### src/rtl/jpeg_capture_ctrl.sv
// jpeg_capture_ctrl: moves one JPEG frame (SOI..EOI) from the camera byte
// stream into the word packer and the frame-buffer write port.
// Optional watchdog: define JPEG_CAPTURE_TIMEOUT_EN.

module jpeg_capture_ctrl #(
   parameter int ADDR_W         = 12,
   parameter int DEPTH          = 4096,
   parameter int TIMEOUT_CYCLES = 1000000
) (
   input  logic              clk_in,
   input  logic              rst_n_in,
   input  logic              arm_in,
   input  logic              abort_in,
   input  logic              cam_valid_in,
   input  logic [7:0]        cam_byte_in,
   input  logic              word_valid_in,
   input  logic [3:0]        word_strb_in,
   output logic              pack_valid_out,
   output logic [7:0]        pack_byte_out,
   output logic              pack_complete_out,
   output logic              mem_we_out,
   output logic [ADDR_W-1:0] mem_addr_out,
   output logic [3:0]        mem_wstrb_out,
   output logic              busy_out,
   output logic              done_out,
   output logic              error_out,
   output logic [ADDR_W+1:0] frame_bytes_out
);

   localparam int CNT_W = ADDR_W + 3;
   localparam logic [CNT_W-1:0] BYTE_LIMIT = CNT_W'(4 * DEPTH);
   localparam logic [ADDR_W:0]  WORD_LIMIT = (ADDR_W+1)'(DEPTH);

   typedef enum logic [2:0] {
      S_IDLE,
      S_HUNT,
      S_CAPTURE,
      S_DRAIN,
      S_DISCARD
   } state_t;

   state_t           state_q, state_d;
   logic             prev_ff_q, prev_ff_d;
   logic             wv_q, wv_d;
   logic             good_q, good_d;
   logic [CNT_W-1:0] cnt_q, cnt_d;
   logic [ADDR_W:0]  addr_q, addr_d;
   logic             pend_q, pend_d;
   logic [7:0]       pend_byte_q, pend_byte_d;
   logic             pend_cmp_q, pend_cmp_d;
   logic             pv_q, pv_d;
   logic [7:0]       pb_q, pb_d;
   logic             pc_q, pc_d;
   logic             we_q, we_d;
   logic [ADDR_W-1:0] maddr_q, maddr_d;
   logic [3:0]       wstrb_q, wstrb_d;
   logic             err_q, err_d;
   logic             done_q, done_d;
   logic [ADDR_W+1:0] fbytes_q, fbytes_d;

   logic word_rise;
   logic soi;
   logic eoi;
   logic tmo;

   assign wv_d      = word_valid_in;
   assign word_rise = word_valid_in & ~wv_q;
   assign soi = cam_valid_in & prev_ff_q & (cam_byte_in == 8'hD8);
   assign eoi = cam_valid_in & prev_ff_q & (cam_byte_in == 8'hD9);

`ifdef JPEG_CAPTURE_TIMEOUT_EN
   localparam int TMR_W = $clog2(TIMEOUT_CYCLES + 1);
   localparam logic [TMR_W-1:0] TMR_LAST = TMR_W'(TIMEOUT_CYCLES - 1);

   logic [TMR_W-1:0] tmr_q, tmr_d;
   logic             tmr_run;

   assign tmr_run = (state_q == S_HUNT) | (state_q == S_CAPTURE);
   assign tmo     = tmr_run & ~cam_valid_in & (tmr_q == TMR_LAST);

   // idle-cycle counter, restarted by every camera byte
   always_comb begin
      tmr_d = tmr_q;
      if (!tmr_run || cam_valid_in) begin
         tmr_d = '0;
      end else if (tmr_q != TMR_LAST) begin
         tmr_d = tmr_q + 1'b1;
      end
   end

   // watchdog counter register
   always_ff @(posedge clk_in or negedge rst_n_in) begin
      if (!rst_n_in) begin
         tmr_q <= '0;
      end else begin
         tmr_q <= tmr_d;
      end
   end
`else
   // watchdog compiled out: never fires
   assign tmo = (TIMEOUT_CYCLES < 0);
`endif

   // next state, packer byte path and frame-buffer write sequencing
   always_comb begin
      state_d     = state_q;
      prev_ff_d   = prev_ff_q;
      good_d      = good_q;
      cnt_d       = cnt_q;
      err_d       = err_q;
      done_d      = 1'b0;
      fbytes_d    = fbytes_q;
      pend_d      = 1'b0;
      pend_byte_d = pend_byte_q;
      pend_cmp_d  = pend_cmp_q;
      pv_d        = 1'b0;
      pb_d        = 8'h00;
      pc_d        = 1'b0;

      // the second byte of a two-byte emission leaves one cycle later
      if (pend_q) begin
         pv_d = 1'b1;
         pb_d = pend_byte_q;
         pc_d = pend_cmp_q;
      end

      we_d    = word_rise & (state_q != S_DISCARD);
      maddr_d = we_d ? addr_q[ADDR_W-1:0] : maddr_q;
      wstrb_d = we_d ? word_strb_in : 4'b0000;
      addr_d  = addr_q + {{ADDR_W{1'b0}}, we_d};

      unique case (state_q)
         S_IDLE: begin
            if (arm_in && !abort_in) begin
               state_d   = S_HUNT;
               err_d     = 1'b0;
               cnt_d     = '0;
               addr_d    = '0;
               prev_ff_d = 1'b0;
               good_d    = 1'b0;
            end
         end
         S_HUNT: begin
            if (abort_in) begin
               state_d = S_IDLE;
            end else if (tmo) begin
               err_d   = 1'b1;
               state_d = S_IDLE;
            end else if (cam_valid_in) begin
               prev_ff_d = (cam_byte_in == 8'hFF);
               if (soi) begin
                  pv_d        = 1'b1;
                  pb_d        = 8'hFF;
                  pend_d      = 1'b1;
                  pend_byte_d = 8'hD8;
                  pend_cmp_d  = 1'b0;
                  cnt_d       = CNT_W'(2);
                  state_d     = S_CAPTURE;
               end
            end
         end
         S_CAPTURE: begin
            if (abort_in || tmo) begin
               if (tmo) begin
                  err_d = 1'b1;
               end
               // pad byte closes the packer's partial word
               if (pend_q) begin
                  pend_d      = 1'b1;
                  pend_byte_d = 8'h00;
                  pend_cmp_d  = 1'b1;
               end else begin
                  pv_d = 1'b1;
                  pb_d = 8'h00;
                  pc_d = 1'b1;
               end
               state_d = S_DISCARD;
            end else if (cam_valid_in) begin
               if (cnt_q == BYTE_LIMIT) begin
                  err_d  = 1'b1;
                  good_d = 1'b0;
                  // last full word may already be written
                  state_d = (addr_d == WORD_LIMIT) ? S_IDLE : S_DRAIN;
               end else begin
                  pv_d      = 1'b1;
                  pb_d      = cam_byte_in;
                  cnt_d     = cnt_q + 1'b1;
                  prev_ff_d = (cam_byte_in == 8'hFF);
                  if (eoi) begin
                     pc_d    = 1'b1;
                     good_d  = 1'b1;
                     state_d = S_DRAIN;
                  end
               end
            end
         end
         S_DRAIN: begin
            if (word_rise) begin
               state_d = S_IDLE;
               if (good_q) begin
                  done_d   = 1'b1;
                  fbytes_d = cnt_q[ADDR_W+1:0];
               end
            end
         end
         S_DISCARD: begin
            if (word_rise) begin
               state_d = S_IDLE;
            end
         end
         default: begin
            state_d = S_IDLE;
         end
      endcase
   end

   // state and output registers
   always_ff @(posedge clk_in or negedge rst_n_in) begin
      if (!rst_n_in) begin
         state_q     <= S_IDLE;
         prev_ff_q   <= 1'b0;
         wv_q        <= 1'b0;
         good_q      <= 1'b0;
         cnt_q       <= '0;
         addr_q      <= '0;
         pend_q      <= 1'b0;
         pend_byte_q <= 8'h00;
         pend_cmp_q  <= 1'b0;
         pv_q        <= 1'b0;
         pb_q        <= 8'h00;
         pc_q        <= 1'b0;
         we_q        <= 1'b0;
         maddr_q     <= '0;
         wstrb_q     <= 4'b0000;
         err_q       <= 1'b0;
         done_q      <= 1'b0;
         fbytes_q    <= '0;
      end else begin
         state_q     <= state_d;
         prev_ff_q   <= prev_ff_d;
         wv_q        <= wv_d;
         good_q      <= good_d;
         cnt_q       <= cnt_d;
         addr_q      <= addr_d;
         pend_q      <= pend_d;
         pend_byte_q <= pend_byte_d;
         pend_cmp_q  <= pend_cmp_d;
         pv_q        <= pv_d;
         pb_q        <= pb_d;
         pc_q        <= pc_d;
         we_q        <= we_d;
         maddr_q     <= maddr_d;
         wstrb_q     <= wstrb_d;
         err_q       <= err_d;
         done_q      <= done_d;
         fbytes_q    <= fbytes_d;
      end
   end

   assign pack_valid_out    = pv_q;
   assign pack_byte_out     = pb_q;
   assign pack_complete_out = pc_q;
   assign mem_we_out        = we_q;
   assign mem_addr_out      = maddr_q;
   assign mem_wstrb_out     = wstrb_q;
   assign busy_out          = (state_q != S_IDLE);
   assign done_out          = done_q;
   assign error_out         = err_q;
   assign frame_bytes_out   = fbytes_q;

endmodule

### config.mk
export PLATFORM = sky130hd
export DESIGN_NAME = jpeg_capture_ctrl
export DESIGN_NICKNAME = d
export VERILOG_FILES = /design/src/rtl/jpeg_capture_ctrl.sv
export SDC_FILE = /design/constraint.sdc
export NUM_CORES = 1
export LEC_CHECK = 0
export ABC_AREA = 1
export CORE_UTILIZATION = 48
export CTS_CLUSTER_DIAMETER = 100
export DETAILED_ROUTE_END_ITERATION = 12
export PLACE_DENSITY = 0.79
export SLEW_MARGIN = 0
export SYNTH_ARGS = -nofsm -noshare
export SYNTH_HDL_FRONTEND = slang
export SYNTH_SLANG_ARGS = --single-unit
### constraint.sdc
create_clock -name clk_in -period 2.3 [get_ports clk_in]
set_clock_uncertainty 0.1 [all_clocks]
set_input_delay 0.575 -clock clk_in [delete_from_list [all_inputs] [get_ports clk_in]]
set_output_delay 0.575 -clock clk_in [all_outputs]
set_load 0.005 [all_outputs]
# Word level (Yosys, flattened, before mapping)
# Index checks and enable logic that the tools add are counted.
# Widths: inputs -> output; s select.
word_totals:
  input_bits: 18
  ff_bits: 87
  elab_cells: 150
op_classes:
  bitwise_logic: 6
  addsub: 2
  reduce_logical: 15
  eq_ne: 26
  n_mux: 83
op_table:
  columns: ["op", "count"]
  rows:
  - ["$mux 15", 7]
  - ["$mux 8", 13]
  - ["$pmux 15 s3", 1]
  - ["$mux 1", 40]
  - ["$pmux 8 s2", 2]
  - ["$mux 3", 9]
  - ["$mux 13", 2]
  - ["$eq 8x8->1 const B", 3]
  - ["$ne 2x2->1 const B", 10]
  - ["$add 15x1->15 const B", 1]
  - ["$eq 15x15->1 const B", 1]
  - ["$ne 3x3->1 const B", 5]
  - ["$add 13x1->13", 1]
  - ["$eq 13x13->1 const B", 1]
  - ["$pmux 3 s4", 1]
  - ["$reduce_and 6->1", 2]
  - ["$pmux 1 s2", 5]
  - ["$reduce_and 5->1", 2]
  - ["$reduce_and 8->1", 1]
  - ["$reduce_and 7->1", 1]
  - ["$eq 3x2->1 const B", 2]
  - ["$reduce_bool 3->1", 2]
  - ["$and 1x1->1", 5]
  - ["$mux 4", 1]
  - ["13 further kinds", 14]

# Depth between registers and ports, before layout
# Gate-level depths: netlist of run 1.
depth:
  ltp_word: 10
  mapped_depth: 20
  depth_no_buf: 19

# Least setup slack after synthesis of run 1
# No wires, ideal clock.
synth_path:
  path_type: "input-to-reg"
  from: "input word_valid_in"
  to: "register state_q[0]"
  arrival_ps: 2338
  path_slack_ps: -254
  path_stages: 19
  path_cell_list: "inv_1 > nor2_1 > nand2_1 > inv_1 > ha_1 > ha_1 > nand2_1 > nor2_1 > nand2_1 > nand2_1 > nand2_1 > nor2_1 > nand2_1 > nor2_1 > nand2_1 > nand2_1 > nand2_1 > nand2_1 > nand2_1"
synth_via:
  elab_chain_cells: 9
synth_lines:
  columns: ["element", "line", "text"]
  rows:
  - ["start: declaration", "16", "input logic word_valid_in,"]
  - ["$and 1x1->1", "67", "assign word_rise = word_valid_in & ~wv_q;"]
  - ["$and 1x1->1", "127", "we_d = word_rise & (state_q != S_DISCARD);"]
  - ["net we_d", "54", "logic we_q, we_d;"]
  - ["$add 13x1->13", "130", "addr_d = addr_q + {{ADDR_W{1'b0}}, we_d};"]
  - ["$eq 13x13->1", "183", "state_d = (addr_d == WORD_LIMIT) ? S_IDLE : S_DRAIN;"]
  - ["$mux 2", "183", null]
  - ["$mux 3", "179", "if (cnt_q == BYTE_LIMIT) begin"]
  - ["$mux 3", "178", "end else if (cam_valid_in) begin"]
  - ["$mux 3", "163", "if (abort_in || tmo) begin"]
  - ["$pmux 3 s4", "132", "unique case (state_q)"]
  - ["end signal: assignment", "239", "state_q <= state_d;"]
  - ["end: declaration", "42", "state_t state_q, state_d;"]
# The timed path passes the listed nets, and every way through them passes these cells. The select of a mux whose other input is x is not followed.
# A chain may end at the register's enable or synchronous reset.

# Worst setup path after layout of run 1
layout_path:
  from: "register wv_q"
  to: "register state_q[0]"
layout_via:
  elab_chain_cells: 10
layout_lines:
  columns: ["element", "line", "text"]
  rows:
  - ["start: declaration", "44", "logic wv_q, wv_d;"]
  - ["start signal: assignment", "241", "wv_q <= wv_d;"]
  - ["$not 1->1", "67", null]
  - ["$and 1x1->1", "67", null]
  - ["$and 1x1->1", "127", null]
  - ["net we_d", "54", null]
  - ["$add 13x1->13", "130", null]
  - ["$eq 13x13->1", "183", null]
  - ["$mux 2", "183", null]
  - ["$mux 3", "179", null]
  - ["$mux 3", "178", null]
  - ["$mux 3", "163", null]
  - ["$pmux 3 s4", "132", null]
# The timed path passes the listed nets, and every way through them passes these cells. The select of a mux whose other input is x is not followed.

==> flow_summary_export.csv, run 1 <==
group,metric,value,unit
detailed_routing,antenna_left,0,
layout,nets,613,
clock_network,cts-root-buf,"clkbuf_8",
placement,placement.io_buffers,61,
layout,final_common_cell,"nand2_1",
global_route,grt_max_degree,38,
floorplan,die_width,92.2,µm
global_route,grt-ovfl-total,0,
detailed_routing,top_layer,"met4",
global_route,track_usage,21.3,%
floorplan,dieHeight,92.2,µm
detailed_routing,finalWirelength,8720,µm
critical_path,rr_worst_depth,18,
clock_network,clockBufferDepth,2,
clock_network,cts_buffers,9,
placement,dp_hpwl,6250,µm
clock_network,hold_buffers,0,
layout,num_antenna_cells,0,
layout,most-common-layout-cells,"nand2_1 (139), dfrtp_1 (79), nor2_1 (62)",
critical_path,crit_type,"reg2reg",
detailed_routing,dr.pass1.iters,5,
power_and_ir_drop,ir_worst_vdd,0.000510,V
clock_network,cts.clk_slew.worst_paths,80,ps
floorplan,initial_core_util,50.0,%
timing,whs,15.6,ps
synthesis,syn_avg_cell_area,7.97,µm²
synthesis,synthCells,490,
critical_path,cp.depth,18,
timing,final_hold_viol_count,0,
detailed_routing,wl_met2,4370,µm
synthesis,synth_cell_types,31,
critical_path,crit_required,2450,ps
job,cap_violations,0,
clock_network,cts_tree,"done",
floorplan,core_area,7810,µm²
synthesis,yosys_warnings,0,
floorplan,row_count,32,
critical_path,crit_slowest_cell,"dfrtp_1",
clock_network,htreeDepth,3,
detailed_routing,vias_per_cell,5.09,
layout,final_cell_count_no_fill,698,
timing,period_needed,2210,ps
status,status,"completed",
critical_path,crit_chain,"nor2_2, nand2_2, inv_2, ha_4, ha_4, nand2_2, nor2_4, nand2_1, nand2_1, nand2_1, nor2_1, nand2_1, nor2_1, nand2_1, nand2_2, nand2_1, nand2_1, nand2_1",
detailed_routing,drc,0,
timing,slew_violations,0,
synthesis,syn-num-nets,512,
global_route,antenna_found_initial,0,
timing,rsz0062_at_grt,"yes",
detailed_routing,wl_met3,486,µm
detailed_routing,wl_met1,3710,µm
clock_network,numClockSinks,80,
placement,place_inst,673,
timing,fmax,453,MHz
synthesis,syn_area,3900,µm²
critical_path,critPathLaunchType,"flop",
critical_path,crit_path_frequent_cell,"nand2_1",
detailed_routing,drtIter0Drc,186,
timing,timing.slew.headroom,70.4,%
layout,drive_above_1_share,15.1,%
timing,setup_violations,0,
global_route,grt_pass1_vias,3376,
critical_path,crit_family,"simple AND/OR/NAND/NOR gates",
detailed_routing,wl_per_cell,12.5,µm
placement,gp_congestion,0.878,
critical_path,slowest_delay,400,ps
synthesis,ys_ff_latch,80,
floorplan,io_pins,62,
clock_network,clkLatencyLatePin,350,ps
critical_path,crit_path_max_fanout,6,
synthesis,ys_seq_area_share,51.3,%
critical_path,critical_path_buf_inv_count,1,
critical_path,cp.arrival,2350,ps
timing,min_period_over_period,95.9,%
layout,synthToLayoutAreaGrowth,32.3,%
critical_path,critPathCaptureType,"flop",
floorplan,dieArea,8500,µm²
detailed_routing,vias,3553,
power_and_ir_drop,power_density,886,nW/µm²
power_and_ir_drop,p_leak,2.46,nW
min_path,hold_path_class,"in2async",
timing,tightest_slew,442,ps
global_route,grt_pass1_wl,14400,µm
timing repair:
item,CTS,global route
endpoints found under the hold margin,0,0
pin swaps,2,12
resized for setup,4,12
endpoints found under the setup margin,3,3
buffers inserted,2,7
flip-flops by register name, indices dropped and copies added (netlist names), 3 cells and up:
signal and count:
addr_q 13, pack_byte_out 8, mem_addr_out 12, state_q 3, cnt_q 15, mem_wstrb_out 4
frame_bytes_out 14
final cells by class:
class | instances | area [µm²]
multi-input cells | 340 | 1670
clock buffers | 10 | 128
well taps | 102 | 128
clock inverters | 6 | 83.8
repair buffers | 100 | 923
flip-flops and latches | 80 | 2000
inverters | 60 | 228
fillers | 642 | 2640
synth_stat cells:
master / instances / area (µm²)
nand3_2: 1 / 10.0
xor2_1: 13 / 114
buf_2: 1 / 5.00
a21oi_2: 1 / 8.76
nand3b_1: 1 / 7.51
o21ai_2: 7 / 61.3
clkbuf_1: 5 / 18.8
o21ai_1: 3 / 15.0
nand2_2: 3 / 18.8
inv_4: 1 / 6.26
nand3_1: 22 / 110
nand4_1: 9 / 56.3
nor3_1: 7 / 35.0
nor2_2: 1 / 6.26
buf_6: 2 / 22.5
nand2_1: 143 / 537
nor2_1: 65 / 244
nor4_1: 5 / 31.3
inv_2: 2 / 7.51
buf_12: 1 / 20.0
a21oi_1: 12 / 60.1
nand2_4: 1 / 11.3
dfrtp_1: 80 / 2000
clkbuf_4: 1 / 7.51
ha_1: 4 / 50.1
o2111ai_1: 1 / 8.76
a31oi_1: 1 / 6.26
o41ai_1: 1 / 8.76
inv_1: 57 / 214
nor3_2: 1 / 10.0
o21ai_0: 38 / 190
where the power goes:
part	internal [W]	total [W]	leakage (nW)	switching, W
Combinational	0.000805	0.00164	1.28	0.000831
Sequential	0.00166	0.00184	1.06	0.000174
Clock	0.000608	0.00111	0.110	0.000499
Total	0.00307	0.00458	2.46	0.00150
stage by stage:
| stage | area [µm²] | total power, W | utilization [%] | setup WS (ps) | setup TNS, ps |
|---|---|---|---|---|---|
| 2_1_floorplan | 3940 | 0.00271 | - | 31.0 | 0 |
| 3_3_place_gp | 4850 | 0.00339 | 62.2 | -488 | -2560 |
| 3_5_place_dp | 4850 | 0.00343 | 62.2 | -579 | -5430 |
| 4_1_cts | 5080 | 0.00455 | 65.1 | 47.5 | 0 |
| 5_1_grt | 5160 | 0.00487 | 66.1 | -196 | -385 |
| 6_report | 5160 | 0.00458 | 66.1 | 93.3 | 0 |
layer usage:
layer	vias to the layer above	global-route usage (%)
met2	101	37.4
li1	1758	-
met5	-	0
met3	18	6.05
met4	0	6.64
met1	1676	25.1
path summary, 6_finish.rpt:
| kind | startpoint | endpoint | slack (ps) |
|---|---|---|---|
| worst max-delay path | wv_q | state_q[0] | 90 |
| worst min-delay path | rst_n_in | frame_bytes_out[1] | 20 |
| worst max register to register | wv_q | state_q[0] | 90 |
| worst min register to register | frame_bytes_out[3] | frame_bytes_out[3] | 390 |
| max in group asynchronous | rst_n_in | state_q[2] | 1470 |
| min in group clk_in | word_valid_in | wv_q | 270 |
kinds of logic (layout without fill, tap and decap cells):
family                   count (synthesis)  count (layout)  synth area share (%)
adder cells (fa/ha/maj)                  4               4                  1.28
XOR/XNOR                                13              13                  2.92
buffers and inverters                   70             176                  7.72
AO/OA/AOI/OAI                           64              64                  9.20
flip-flops                              80              80                  51.3
AND/OR/NAND/NOR                        259             259                  27.6
Power figures use the tool's default switching activity.
==> run 2, diff against run 1 <==
- CORE_UTILIZATION: 48 -> 50
- PLACE_DENSITY: 0.79 -> 0.78
- clock period: 2.3 -> 2.38 ns (I/O delays scaled with it)
==> run 2 against run 1 <==
  * Cell area shrank 0.19%
  * Wire length grew 3.2%
  * Critical path type is now reg2out
  * Register-to-register slack gained 70 ps
  * Die area shrank 3.9%
  * Via count shrank 0.73%
  * Sequential cell count is the same
  * Critical endpoint is now busy_out
==> flow_summary_export.csv, run 2 (synthesis gave the netlist of run 1 again) <==
group,metric,value,unit
status,status,"completed",
timing,tns,0,ps
layout,largest-register,"cnt_q",
layout,num_antenna_cells,0,
clock_network,htreeDepth,3,
placement,place_ws,-621,ps
critical_path,critical_path_buf_inv_count,4,
power_and_ir_drop,p_leak,2.44,nW
power_and_ir_drop,p_clk_share,27.6,%
power_and_ir_drop,ir_worst_vdd,0.000441,V
detailed_routing,finalWirelength,8990,µm
timing,final_hold_viol_count,0,
clock_network,cts_buffers,9,
global_route,grt_max_degree,37,
floorplan,io_pins,62,
timing,setup_violations,0,
timing,tightest_slew,424,ps
clock_network,hold_buffers,0,
detailed_routing,vias_per_cell,5.13,
timing,period_needed,2270,ps
critical_path,r2r_slack,160,ps
power_and_ir_drop,seqPwrFrac,39.2,%
critical_path,crit_required,1680,ps
timing,min_period_over_period,95.2,%
power_and_ir_drop,switching_share,32.4,%
layout,largest_register_ffs,15,
layout,final_cell_area,5150,µm²
placement,place_area,4780,µm²
critical_path,slowest_delay,400,ps
job,cap_violations,0,
clock_network,clkLatencyLatePin,360,ps
global_route,track_usage,23.2,%
floorplan,initial_core_util,52.7,%
clock_network,cts.clk_slew.worst_paths,90,ps
global_route,grt_pass1_vias,3326,
layout,synthToLayoutAreaGrowth,32.0,%
power_and_ir_drop,combPwrFrac,33.1,%
placement,dp_hpwl,6320,µm
layout,fillers,583,
global_route,antenna_found_initial,0,
global_route,grt_pass1_wl,15200,µm
power_and_ir_drop,p_switching,0.00146,W
critical_path,crit_family,"buffers and inverters",
global_route,grt-ovfl-total,0,
clock_network,cts_tree,"done",
floorplan,die_width,90.4,µm
critical_path,crit_slowest_cell,"dfrtp_1",
timing,slew_violations,0,
critical_path,crit_type,"reg2out",
critical_path,critPathCaptureType,"output port",
floorplan,dieHeight,90.4,µm
placement,placement.io_buffers,61,
critical_path,cp.arrival,1570,ps
critical_path,critPathLaunchType,"flop",
timing,timing.slew.headroom,71.5,%
critical_path,crit_chain,"buf_4, nor2_4, inv_1, nor2_2, inv_1, dlygate4sd2_1",
power_and_ir_drop,internal_power,0.00306,W
layout,drive_above_1_share,14.3,%
timing,rsz0062_at_grt,"yes",
placement,gp_congestion,0.825,
layout,final_common_cell,"nand2_1",
detailed_routing,dr.pass1.iters,4,
floorplan,dieArea,8160,µm²
critical_path,crit_path_frequent_cell,"inv_1",
floorplan,core_area,7410,µm²
clock_network,numClockSinks,80,
detailed_routing,wl_per_cell,13.1,µm
min_path,hold_path_class,"in2async",
detailed_routing,drc,0,
detailed_routing,drtIter0Drc,148,
detailed_routing,vias,3527,
clock_network,cts-root-buf,"clkbuf_8",
layout,nets,605,
critical_path,crit_path_max_fanout,4,
detailed_routing,antenna_left,0,
power_and_ir_drop,power_density,878,nW/µm²
timing,setup_slack,114,ps
clock_network,clockBufferDepth,2,
layout,most-common-layout-cells,"nand2_1 (138), dfrtp_1 (80), nor2_1 (61)",
floorplan,row_count,31,
timing,fmax,441,MHz
layout,postLayoutCoreUtil,69.6,%
==> run 2: cell count changes in the layout (fill, tap and decap cells not counted), sizes merged <==
cell | before | now
buf | 40 | 32
clkbuf | 11 | 12
clkinvlp | 0 | 1
bufinv | 2 | 3
clkinv | 4 | 1
==> run 2: power groups by stage <==
| stage | sequential (W) | combinational, W | clock [W] |
|---|---|---|---|
| 2_1_floorplan | 0.00178 | 0.000825 | 0 |
| 3_3_place_gp | 0.00177 | 0.00142 | 0 |
| 3_5_place_dp | 0.00178 | 0.00146 | 0 |
| 4_1_cts | 0.00177 | 0.00148 | 0.00127 |
| 5_1_grt | 0.00181 | 0.00167 | 0.00132 |
| 6_report | 0.00178 | 0.00150 | 0.00125 |
==> run 2: area by class of cell <==
type / count / area [µm²] / area share (%)
timing repair buffer: 92 / 855 / 16.6
sequential: 80 / 2000 / 38.8
multi-input combinational: 340 / 1690 / 32.8
clock inverter: 5 / 103 / 1.99
clock buffer: 11 / 151 / 2.94
tap: 99 / 124 / 2.40
inverter: 60 / 228 / 4.42
==> run 2: layer usage <==
layer	routed length, µm	vias up	track usage, %
li1	-	1733	-
met1	3900	1674	29.4
met2	4490	98	38.4
met3	371	22	4.04
met4	226	0	11.4
met5	0	-	0
==> run 2: timing repair <==
item | 4_1_cts | 5_1_grt
gates resized for setup | 11 | 13
setup buffers | 3 | 2
pin swaps | 3 | 12
endpoints found under the setup margin | 3 | 3
==> run 2: per-stage QoR <==
step           cells  hold WS, ps  total power, W
2_1_floorplan    490          199         0.00261
3_3_place_gp     666          364         0.00319
3_5_place_dp     666          372         0.00324
4_1_cts          685         46.0         0.00452
5_1_grt          687         58.7         0.00480
6_report         687         42.7         0.00453
==> run 2: final timing paths <==
| kind | from | end | depth (start not counted) |
|---|---|---|---|
| max in group asynchronous | rst_n_in | pack_byte_out[0] | 2 |
| min reg2reg | mem_addr_out[11] | mem_addr_out[11] | 2 |
| min in group clk_in | word_valid_in | wv_q | 1 |
| min | rst_n_in | cnt_q[7] | 1 |
| max reg2reg | wv_q | state_q[0] | 17 |
| max | state_q[0] | busy_out | 6 |
==> run 2: worst reg2reg max path, stage by stage, from the launching register on <==
cell and delay (ps):
dfrtp_1 430, nor2_4 140, nand2_2 70, inv_2 70, ha_4 140, ha_4 140
nand2_2 70, nor2_4 230, buf_6 130, nand4_1 110, nand2_1 90, nand2_1 50
nor2_1 70, nand2_1 70, nand2_2 60, nand2_1 50, nand2_1 50, nand2_1 50
==> run 3, diff against run 2 <==
- REMOVE_ABC_BUFFERS: not set -> 1
- SLEW_MARGIN: 0 -> 20
==> run 3 against run 2 <==
  * Highest routed layer unchanged
  * Clock-buffer cell count down 1
  * Combinational power up 3%
  * Utilization down 1.2 points
  * Sequential cell count unchanged
  * Critical endpoint is now state_q[1]
  * Critical path depth up 12
  * Critical path type is now reg2reg
==> flow_summary_export.csv, run 3 (synthesis gave the netlist of run 1 again) <==
group,metric,value,unit
critical_path,crit_required,2520,ps
detailed_routing,wl_met1,3970,µm
placement,place_area,4790,µm²
placement,gp_congestion,0.907,
clock_network,hold_buffers,0,
timing,period_needed,2300,ps
timing,min_period_over_period,96.8,%
critical_path,r2r_slack,80,ps
power_and_ir_drop,switching_share,33.7,%
critical_path,crit_path_max_fanout,7,
power_and_ir_drop,p_switching,0.00144,W
floorplan,dieArea,8160,µm²
floorplan,die_width,90.4,µm
clock_network,cts-root-buf,"clkbuf_8",
clock_network,cts_tree,"done",
status,status,"completed",
critical_path,critPathCaptureType,"flop",
global_route,grt-ovfl-total,0,
timing,setup_slack,76.7,ps
critical_path,r2r-start,"wv_q",
detailed_routing,drtIter0Drc,134,
placement,dp_hpwl,6390,µm
placement,placement.io_buffers,61,
layout,drive_above_1_share,13.5,%
layout,largest-register,"cnt_q",
critical_path,worstSetupEndpoint,"state_q[1]",
job,cap_violations,0,
detailed_routing,vias,3483,
power_and_ir_drop,internal_power,0.00284,W
floorplan,io_pins,62,
power_and_ir_drop,ir_worst_vdd,0.000534,V
detailed_routing,wl_met3,379,µm
critical_path,rr_worst_depth,18,
timing,tightest_slew,531,ps
power_and_ir_drop,combPwrFrac,36.3,%
power_and_ir_drop,p_leak,2.41,nW
detailed_routing,wl_met2,4250,µm
layout,num_antenna_cells,0,
global_route,grt_pass1_vias,3336,
clock_network,htreeDepth,3,
floorplan,dieHeight,90.4,µm
power_and_ir_drop,fin_total_pwr,0.00428,W
timing,whs,53.3,ps
power_and_ir_drop,seqPwrFrac,41.4,%
clock_network,clockBufferDepth,2,
layout,largest_register_ffs,15,
critical_path,cp-startpoint,"wv_q",
detailed_routing,wl_per_cell,12.8,µm
min_path,hold_path_class,"in2async",
floorplan,row_count,31,
critical_path,cp.arrival,2440,ps
detailed_routing,antenna_left,0,
timing,fmax,434,MHz
layout,final_common_cell,"nand2_1",
timing,setup_violations,0,
detailed_routing,top_layer,"met4",
timing,rsz0062_at_grt,"yes",
detailed_routing,finalWirelength,8780,µm
layout,nets,603,
clock_network,cts_buffers,9,
global_route,track_usage,22.7,%
critical_path,slowest_delay,430,ps
layout,most-common-layout-cells,"nand2_1 (137), dfrtp_1 (79), nor2_1 (62)",
detailed_routing,vias_per_cell,5.08,
critical_path,timing.rr.end,"state_q[1]",
critical_path,crit_slowest_cell,"dfrtp_1",
critical_path,crit_path_frequent_cell,"nand2_1",
clock_network,clkLatencyLatePin,340,ps
critical_path,crit_type,"reg2reg",
global_route,grt_pass1_wl,15000,µm
floorplan,core_area,7410,µm²
detailed_routing,dr.pass1.iters,5,
clock_network,cts.clk_slew.worst_paths,80,ps
timing,final_hold_viol_count,0,
detailed_routing,drc,0,
layout,synthToLayoutAreaGrowth,29.8,%
critical_path,crit_chain,"nor2_4, nand2_2, inv_2, ha_4, ha_4, nand2_4, nor2_4, nand2_2, nand2_2, nand2_2, nor2_1, nand2_1, nor2_1, nand2_1, nand2_1, nand2_1, nand2_1, nand2_1",
floorplan,initial_core_util,52.7,%
clock_network,numClockSinks,80,
power_and_ir_drop,p_clk_share,22.3,%
layout,fillers,602,
power_and_ir_drop,power_density,845,nW/µm²
critical_path,critPathLaunchType,"flop",
layout,final_cell_area,5070,µm²
timing,timing.slew.headroom,64.3,%
global_route,grt_max_degree,53,
global_route,antenna_found_initial,0,
timing,slew_violations,0,
placement,place_ws,-707,ps
-- run 3: routing by layer --
layer	vias to the layer above	GRT usage, %
met5	-	0
met4	0	10.5
met3	16	3.20
met2	92	37.3
met1	1642	29.7
li1	1733	-
-- run 3: worst min path at each step --
stage	cells after the start	slack [ps]	to	start
after CTS	1	60	mem_addr_out[3]	rst_n_in
after global placement	2	360	mem_addr_out[5]	mem_addr_out[5]
final	1	50	mem_addr_out[4]	rst_n_in
after floorplan	0	200	addr_q[0]	rst_n_in
after detailed placement	1	360	done_out	wv_q
after global routing	1	70	mem_addr_out[3]	rst_n_in
-- run 3: worst max-delay path: cells and delay by family, from the launching register on --
family	cells	cell delay (ps)
flops	1	430
buf+inv	1	80
simple gates	15	1280
fa+ha+maj	2	300
-- run 3: per-stage QoR --
step / setup TNS (ps) / instances / util, %
2_1_floorplan: -1320 / 480 / -
3_3_place_gp: -2550 / 667 / 64.7
3_5_place_dp: -3240 / 667 / 64.7
4_1_cts: 0 / 685 / 67.8
5_1_grt: -121 / 685 / 68.4
6_report: 0 / 685 / 68.4
-- run 3: layout make-up --
type	count	area (µm²)	area share, %
inverter	60	228	4.49
multi-input combinational	340	1680	33.1
timing repair buffer	90	848	16.7
sequential	80	2000	39.5
clock buffer	10	128	2.52
clock inverter	6	60.1	1.19
tap	99	124	2.45
-- run 3: power by group through the flow --
stage	Sequential, W	Clock [W]	Combinational [W]
finish	0.00177	0.000955	0.00155
global placement	0.00177	0	0.00147
floorplan	0.00179	0	0.000686
global route	0.00180	0.00103	0.00172
CTS	0.00177	0.000979	0.00152
detailed placement	0.00178	0	0.00150
-- run 3: repair_timing --
item	in CTS	in global routing
setup buffers	2	1
setup endpoints to repair	4	2
pin swaps	4	14
gates resized for setup	9	19
cloned	0	0
